`src/rtl/fp_scale_unit.sv`:
```
// -----------------------------------------------------------------------------
// fp_scale_unit
//
// Pipelined IEEE-754 power-of-two scaler. Computes a * 2^+k (operation 7) or
// a * 2^-k (operation 8) by exponent arithmetic only. Two register stages with
// valid/ready handshakes on both sides: one op per cycle, stalls propagate
// backwards from out_ready.
//
// Optional feature macro: FP_SCALE_DENORM_EN
//   defined   : subnormal inputs are normalised (leading-zero count) and
//               results with E <= 0 are produced as truncated subnormals.
//   undefined : subnormal inputs are treated as signed zero, and results with
//               E <= 0 flush to signed zero. No leading-zero logic is built.
//
// Ports
//   clk        in   clock, all state on rising edge
//   rst        in   synchronous active-high reset
//   a          in   operand {sign, exp, man}
//   operation  in   4-bit op code: 7 = left scale, 8 = right scale
//   shamt      in   unsigned scale amount k
//   in_valid   in   operand valid
//   in_ready   out  operand accepted this cycle when in_valid is high
//   result     out  scaled value
//   overflow   out  result saturated to +/-inf
//   underflow  out  result subnormal or zero from a nonzero finite input
//   out_valid  out  result and flags valid
//   out_ready  in   consumer accepts result
// -----------------------------------------------------------------------------
module fp_scale_unit #(
   parameter int EXP_W   = 8,
   parameter int MAN_W   = 23,
   parameter int SHAMT_W = 8
) (
   input  logic                   clk,
   input  logic                   rst,
   input  logic [EXP_W+MAN_W:0]   a,
   input  logic [3:0]             operation,
   input  logic [SHAMT_W-1:0]     shamt,
   input  logic                   in_valid,
   output logic                   in_ready,
   output logic [EXP_W+MAN_W:0]   result,
   output logic                   overflow,
   output logic                   underflow,
   output logic                   out_valid,
   input  logic                   out_ready
);

   localparam int W  = 1 + EXP_W + MAN_W;
   // Effective exponent width: wide enough that exp +/- k never wraps.
   localparam int EW = EXP_W + SHAMT_W + 2;

   localparam logic [3:0] OP_LSCALE = 4'd7;
   localparam logic [3:0] OP_RSCALE = 4'd8;

   localparam logic signed [EW-1:0] E_ZERO = {EW{1'b0}};
   localparam logic signed [EW-1:0] E_MAX  = EW'((1 << EXP_W) - 1);

`ifdef FP_SCALE_DENORM_EN
   localparam int LZ_W = $clog2(MAN_W + 1);
   localparam logic signed [EW-1:0] E_ONE  = {{(EW-1){1'b0}}, 1'b1};
   localparam logic signed [EW-1:0] SH_LIM = EW'(MAN_W + 1);
`endif

   typedef enum logic [1:0] {
      CLS_ZERO    = 2'd0,
      CLS_SUB     = 2'd1,
      CLS_NORM    = 2'd2,
      CLS_SPECIAL = 2'd3
   } cls_e;

   // Operand classification. Without denormal support a subnormal is simply
   // reported as zero so that stage 2 emits a signed zero for it.
   function automatic cls_e classify(input logic [EXP_W-1:0] e,
                                     input logic [MAN_W-1:0] m);
      cls_e c;
      if (e == {EXP_W{1'b1}}) begin
         c = CLS_SPECIAL;
      end else if (e != {EXP_W{1'b0}}) begin
         c = CLS_NORM;
      end else if (m == {MAN_W{1'b0}}) begin
         c = CLS_ZERO;
      end else begin
`ifdef FP_SCALE_DENORM_EN
         c = CLS_SUB;
`else
         c = CLS_ZERO;
`endif
      end
      return c;
   endfunction

`ifdef FP_SCALE_DENORM_EN
   // Leading-zero count of the stored mantissa; the highest set bit wins.
   function automatic logic [LZ_W-1:0] lead_zeros(input logic [MAN_W-1:0] m);
      logic [LZ_W-1:0] n;
      n = LZ_W'(MAN_W);
      for (int i = 0; i < MAN_W; i++) begin
         n = m[i] ? LZ_W'(MAN_W - 1 - i) : n;
      end
      return n;
   endfunction
`endif

   // Stage 1 state
   logic               s1_valid_q, s1_valid_d;
   logic               s1_sign_q,  s1_sign_d;
   logic [EXP_W-1:0]   s1_exp_q,   s1_exp_d;
   logic [MAN_W-1:0]   s1_man_q,   s1_man_d;
   logic               s1_right_q, s1_right_d;
   logic [SHAMT_W-1:0] s1_k_q,     s1_k_d;
   cls_e               s1_cls_q,   s1_cls_d;
`ifdef FP_SCALE_DENORM_EN
   logic [LZ_W-1:0]    s1_lz_q,    s1_lz_d;
`endif

   // Stage 2 (output) state
   logic               out_valid_q, out_valid_d;
   logic [W-1:0]       result_q,    result_d;
   logic               overflow_q,  overflow_d;
   logic               underflow_q, underflow_d;

   // Stage 2 combinational datapath
   logic               enable_s;
   logic               op_ok_s;
   logic signed [EW-1:0] k_ext_s;
   logic signed [EW-1:0] base_s;
   logic signed [EW-1:0] e_s;
   logic [MAN_W-1:0]   nman_s;
   logic [W-1:0]       scaled_s;
   logic               ovf_s;
   logic               unf_s;
`ifdef FP_SCALE_DENORM_EN
   logic [LZ_W-1:0]    sub_shift_s;
   logic signed [EW-1:0] sh_s;
   logic [MAN_W-1:0]   frac_s;
`endif

   // The whole pipeline moves together unless a presented result is refused.
   assign enable_s  = !out_valid_q || out_ready;
   assign in_ready  = enable_s;
   assign op_ok_s   = (operation == OP_LSCALE) || (operation == OP_RSCALE);

   assign out_valid = out_valid_q;
   assign result    = result_q;
   assign overflow  = overflow_q;
   assign underflow = underflow_q;

   // Stage 1 next state: capture and classify the operand when advancing.
   always_comb begin
      s1_valid_d = s1_valid_q;
      s1_sign_d  = s1_sign_q;
      s1_exp_d   = s1_exp_q;
      s1_man_d   = s1_man_q;
      s1_right_d = s1_right_q;
      s1_k_d     = s1_k_q;
      s1_cls_d   = s1_cls_q;
`ifdef FP_SCALE_DENORM_EN
      s1_lz_d    = s1_lz_q;
`endif
      if (enable_s) begin
         // Unsupported op codes are consumed but never become valid.
         s1_valid_d = in_valid && op_ok_s;
         s1_sign_d  = a[W-1];
         s1_exp_d   = a[W-2:MAN_W];
         s1_man_d   = a[MAN_W-1:0];
         s1_right_d = (operation == OP_RSCALE);
         s1_k_d     = shamt;
         s1_cls_d   = classify(a[W-2:MAN_W], a[MAN_W-1:0]);
`ifdef FP_SCALE_DENORM_EN
         s1_lz_d    = lead_zeros(a[MAN_W-1:0]);
`endif
      end else begin
         s1_valid_d = s1_valid_q;
      end
   end

   // Effective exponent and normalised mantissa of the stage-1 operand.
   always_comb begin
      k_ext_s = {{(EW-SHAMT_W){1'b0}}, s1_k_q};
`ifdef FP_SCALE_DENORM_EN
      sub_shift_s = s1_lz_q + {{(LZ_W-1){1'b0}}, 1'b1};
      if (s1_cls_q == CLS_SUB) begin
         // Leading one moves to the hidden position; exponent becomes -lz.
         base_s = E_ZERO - $signed({{(EW-LZ_W){1'b0}}, s1_lz_q});
         nman_s = s1_man_q << sub_shift_s;
      end else begin
         base_s = $signed({{(EW-EXP_W){1'b0}}, s1_exp_q});
         nman_s = s1_man_q;
      end
`else
      base_s = $signed({{(EW-EXP_W){1'b0}}, s1_exp_q});
      nman_s = s1_man_q;
`endif
      if (s1_right_q) begin
         e_s = base_s - k_ext_s;
      end else begin
         e_s = base_s + k_ext_s;
      end
   end

   // Result selection: specials, zeros, overflow, normal range, underflow.
   always_comb begin
      scaled_s = {W{1'b0}};
      ovf_s    = 1'b0;
      unf_s    = 1'b0;
`ifdef FP_SCALE_DENORM_EN
      sh_s     = E_ONE - e_s;
      frac_s   = {MAN_W{1'b0}};
`endif
      case (s1_cls_q)
         CLS_SPECIAL: begin
            scaled_s = {s1_sign_q, s1_exp_q, s1_man_q};
         end
         CLS_ZERO: begin
            scaled_s = {s1_sign_q, {EXP_W{1'b0}}, {MAN_W{1'b0}}};
         end
         CLS_NORM, CLS_SUB: begin
            if (e_s >= E_MAX) begin
               scaled_s = {s1_sign_q, {EXP_W{1'b1}}, {MAN_W{1'b0}}};
               ovf_s    = 1'b1;
            end else if (e_s > E_ZERO) begin
               scaled_s = {s1_sign_q, e_s[EXP_W-1:0], nman_s};
            end else begin
               unf_s = 1'b1;
`ifdef FP_SCALE_DENORM_EN
               // Denormalise by 1-E with truncation; large shifts give zero.
               if (sh_s >= SH_LIM) begin
                  frac_s = {MAN_W{1'b0}};
               end else begin
                  frac_s = MAN_W'({1'b1, nman_s} >> sh_s[LZ_W-1:0]);
               end
               scaled_s = {s1_sign_q, {EXP_W{1'b0}}, frac_s};
`else
               scaled_s = {s1_sign_q, {EXP_W{1'b0}}, {MAN_W{1'b0}}};
`endif
            end
         end
         default: begin
            scaled_s = {W{1'b0}};
         end
      endcase
   end

   // Stage 2 next state: results and flags are zero whenever nothing is shown.
   always_comb begin
      out_valid_d = out_valid_q;
      result_d    = result_q;
      overflow_d  = overflow_q;
      underflow_d = underflow_q;
      if (enable_s) begin
         out_valid_d = s1_valid_q;
         if (s1_valid_q) begin
            result_d    = scaled_s;
            overflow_d  = ovf_s;
            underflow_d = unf_s;
         end else begin
            result_d    = {W{1'b0}};
            overflow_d  = 1'b0;
            underflow_d = 1'b0;
         end
      end else begin
         out_valid_d = out_valid_q;
      end
   end

   // Pipeline registers with synchronous reset discarding in-flight ops.
   always_ff @(posedge clk) begin
      if (rst) begin
         s1_valid_q  <= 1'b0;
         s1_sign_q   <= 1'b0;
         s1_exp_q    <= {EXP_W{1'b0}};
         s1_man_q    <= {MAN_W{1'b0}};
         s1_right_q  <= 1'b0;
         s1_k_q      <= {SHAMT_W{1'b0}};
         s1_cls_q    <= CLS_ZERO;
`ifdef FP_SCALE_DENORM_EN
         s1_lz_q     <= {LZ_W{1'b0}};
`endif
         out_valid_q <= 1'b0;
         result_q    <= {W{1'b0}};
         overflow_q  <= 1'b0;
         underflow_q <= 1'b0;
      end else begin
         s1_valid_q  <= s1_valid_d;
         s1_sign_q   <= s1_sign_d;
         s1_exp_q    <= s1_exp_d;
         s1_man_q    <= s1_man_d;
         s1_right_q  <= s1_right_d;
         s1_k_q      <= s1_k_d;
         s1_cls_q    <= s1_cls_d;
`ifdef FP_SCALE_DENORM_EN
         s1_lz_q     <= s1_lz_d;
`endif
         out_valid_q <= out_valid_d;
         result_q    <= result_d;
         overflow_q  <= overflow_d;
         underflow_q <= underflow_d;
      end
   end

endmodule

```
`config.mk`:
```
export PLATFORM = sky130hd
export DESIGN_NAME = fp_scale_unit
export DESIGN_NICKNAME = d
export VERILOG_FILES = /design/src/rtl/fp_scale_unit.sv
export SDC_FILE = /design/constraint.sdc
export NUM_CORES = 1
export LEC_CHECK = 0
export ABC_AREA = 1
export CORE_ASPECT_RATIO = 0.9
export CORE_MARGIN = 5
export CORE_UTILIZATION = 57
export DETAILED_ROUTE_END_ITERATION = 8
export HOLD_SLACK_MARGIN = 0.08
export PLACE_DENSITY = 0.86
export SYNTH_ARGS = -nofsm -noshare
export SYNTH_HDL_FRONTEND = slang
export SYNTH_SLANG_ARGS = --single-unit
```
`constraint.sdc`:
```
create_clock -name clk -period 4.15 [get_ports clk]
set_clock_uncertainty 0.2 [all_clocks]
set_input_delay 0.83 -clock clk [delete_from_list [all_inputs] [get_ports clk]]
set_output_delay 0.83 -clock clk [all_outputs]
set_load 0.02 [all_outputs]
```
==> impl_metrics.json <==
{
  "postCtsSetupBuffers": 0,
  "slowest_stage": "fa_1",
  "crit_family": "simple AND/OR/NAND/NOR gates",
  "crit_buf_inv": 3,
  "grt_first_pass_wirelength_um": 19600,
  "synthTopCellsByArea": "dfxtp_1, nand2_1, a21oi_1",
  "antenna_left": 0,
  "ir_worst_vdd_v": 0.000207,
  "ctsHoldBuffers": 0,
  "cts_tree": "done",
  "crit_arrival_ps": 3290,
  "drc": 0,
  "hold_viol": 0,
  "die_h_um": 95.3,
  "yosys_warnings": 0,
  "yosys_most_used_dff": "dfxtp_1",
  "design.core.area_um2": 7950,
  "power_density_nw_per_um2": 313,
  "io_buffers": 83,
  "critPathKind": "flip-flop to flip-flop",
  "maxCapViolations": 0,
  "yosys-top-cells-count": "nand2_1, nor2_1, dfxtp_1",
  "layout-area-overhead-vs-synth_pct": 22.5,
  "min_period_ps": 3210,
  "synth_edf_count": 0,
  "power_mw": 1.76,
  "dp.cells": 834,
  "antenna_found_initial": 0,
  "clock_tree.htree_level_count": 3,
  "grt_pass1_vias": 4386,
  "die_area_um2": 9980,
  "combPwrFrac_pct": 17.1,
  "avgViaCountPerCell": 5.42,
  "finalWirelength_um": 12000,
  "start_util_pct": 57.9,
  "drt_iter0_drc": 418,
  "critPathRequiredTime_ps": 4230,
  "globalRoute.totalOverflow": 0,
  "multi_input_area_um2": 2540,
  "rsz0062_at_grt": "no",
  "p_sw_share_pct": 28.2,
  "clock-sinks": 79,
  "syn_inst": 685,
  "fillers": 634,
  "p_clk_share_pct": 37.4,
  "status": "finished, final reports clean",
  "fin_crit_sh_pct": 77.4,
  "slew_viol_final": 0,
  "syn-num-nets": 753,
  "crit_path_start_kind": "flip-flop",
  "synth-seq-cells": 79,
  "fin_nets": 814,
  "p_leak_nw": 2.65,
  "max_freq_mhz": 311,
  "wl_per_cell_um": 14.1,
  "rows": 31,
  "globalplace.congestion": 0.903,
  "grt.total_usage_pct": 23.4,
  "clk_latency_ps": 360,
  "drt_pass1_iterations": 5,
  "ys_seq_area_share_pct": 34.4,
  "relSlewSlack_pct": 31.0,
  "stdcell_count": 850,
  "clkTransAtPathRegs_ps": 90,
  "num_io_pins": 84,
  "grt_max_degree": 97,
  "worstMarginPinSlew_ps": 1030,
  "holdWs_ps": 266,
  "cts_buffers": 9,
  "ys_async_sr_fraction_pct": 0,
  "antenna_cells": 0,
  "crit_fanout": 16,
  "seq_power_share_pct": 45.6,
  "netlist_area_um2": 4600,
  "setup-violations-final": 0,
  "yosysTopAreaCellShare_pct": 34.4,
  "cts_resized": 0,
  "die_w_um": 105,
  "vias": 4611,
  "drive_gt1_share_pct": 9.72,
  "fin_setup_tns_ps": 0,
  "path_common_cell": "nand2_1",
  "cp-end-kind": "flip-flop",
  "postSynthAreaPerCell_um2": 6.72,
  "seqCellArea_um2": 1580,
  "synth_top_area_cell": "dfxtp_1",
  "cts-root-buf": "clkbuf_8",
  "clockBufferDepth": 2,
  "yosysUniqueCellTypes": 38,
  "cp_cell_sequence": "inv_1, ha_1, inv_1, fa_1, nand2_1, nand2_1, nand3_2, nand2_1, nand2_1, nand2_1, nand2_1, nand2_2, nand3_2, nor2_2, nor2_4, buf_4, nand3_2, nand2_1, nand2_1, a21oi_1",
  "hp-class": "flip-flop to flip-flop",
  "hpwlAfterDp_um": 8320,
  "max_stage_delay_ps": 430,
  "p_sw_mw": 0.497,
  "p_int_mw": 1.27,
  "synth.most_common_cell": "nand2_1"
}
[flip-flops by register name, indices dropped and copies added, names as in the netlist]
register and flops:
nman_s 23, out_valid 1, overflow 1, result 32, s1_cls_q 2, s1_exp_q 8
s1_k_q 8, s1_right_q 1, s1_sign_q 1, s1_valid_q 1, underflow 1
[final cells by class]
class / instances / area share (%)
multi-input combinational: 492 / 45.1
sequential: 79 / 28.1
timing repair buffer: 89 / 15.5
inverter: 75 / 5.04
clock buffer: 10 / 2.44
tap: 99 / 2.20
clock inverter: 6 / 1.64
[cell families after synthesis]
logic type	after synthesis	synth area share, %
DFF	79	34.4
AOI/OAI and AO/OA	131	15.4
xor gates and xnor gates	1	0.353
buffers and inverters	114	10.6
and+or+nand+nor	340	33.5
adders and majority gates	20	5.76
[final timing paths]
kind | startpoint | end | slack, ps | cells after the start
worst max-delay path | s1_exp_q[0]$_SDFFE_PP0P_ | result[3]$_SDFFE_PP0P_ | 940 | 20
worst min-delay path | result[16]$_SDFFE_PP0P_ | result[16]$_SDFFE_PP0P_ | 270 | 2
worst max register to register | s1_exp_q[0]$_SDFFE_PP0P_ | result[3]$_SDFFE_PP0P_ | 940 | 20
worst min register to register | result[16]$_SDFFE_PP0P_ | result[16]$_SDFFE_PP0P_ | 270 | 2
[power by group through the flow]
stage / Clock (mW) / Combinational (mW) / Sequential (mW)
finish: 0.659 / 0.302 / 0.804
floorplan: 0 / 0.209 / 0.816
global placement: 0 / 0.282 / 0.819
detailed placement: 0 / 0.295 / 0.821
CTS: 0.662 / 0.298 / 0.803
global route: 0.692 / 0.335 / 0.807
[worst min-delay path: stages, from the launching register on]
cell	delay (ps)
dfxtp_1	320
nand2_1	60
a21oi_1	50
[through the flow]
| stage | util, % | area (um2) | worst slack, ps |
|---|---|---|---|
| 2_1_floorplan | - | 4600 | 1470 |
| 3_3_place_gp | 68.0 | 5410 | 1020 |
| 3_5_place_dp | 68.0 | 5410 | 985 |
| 4_1_cts | 70.9 | 5640 | 957 |
| 5_1_grt | 70.9 | 5640 | 675 |
| 6_report | 70.9 | 5640 | 937 |
[per-layer routing]
layer | up-vias | global-route usage [%] | routed length (um)
met4 | 0 | 6.07 | 168
met5 | - | 0 | 0
li1 | 2291 | - | -
met2 | 195 | 42.2 | 6010
met1 | 2104 | 28.9 | 4940
met3 | 21 | 4.54 | 848
[placed cells by master, fill, tap and decap left out, types with 2 or more instances in the layout]
cell / n
a21oi_1: 71
a21oi_2: 6
buf_4: 6
bufinv_16: 2
clkbuf_8: 10
clkdlybuf4s50_1: 83
clkinv_1: 3
dfxtp_1: 79
fa_1: 2
ha_1: 18
inv_1: 68
inv_2: 3
nand2_1: 183
nand2_2: 5
nand3_1: 32
nand3_2: 22
nand3b_1: 3
nand4_1: 2
nor2_1: 80
nor2_2: 2
nor2_4: 3
o211ai_2: 2
o21ai_0: 46
o21ai_2: 2
(Power assumes the default switching activity.)
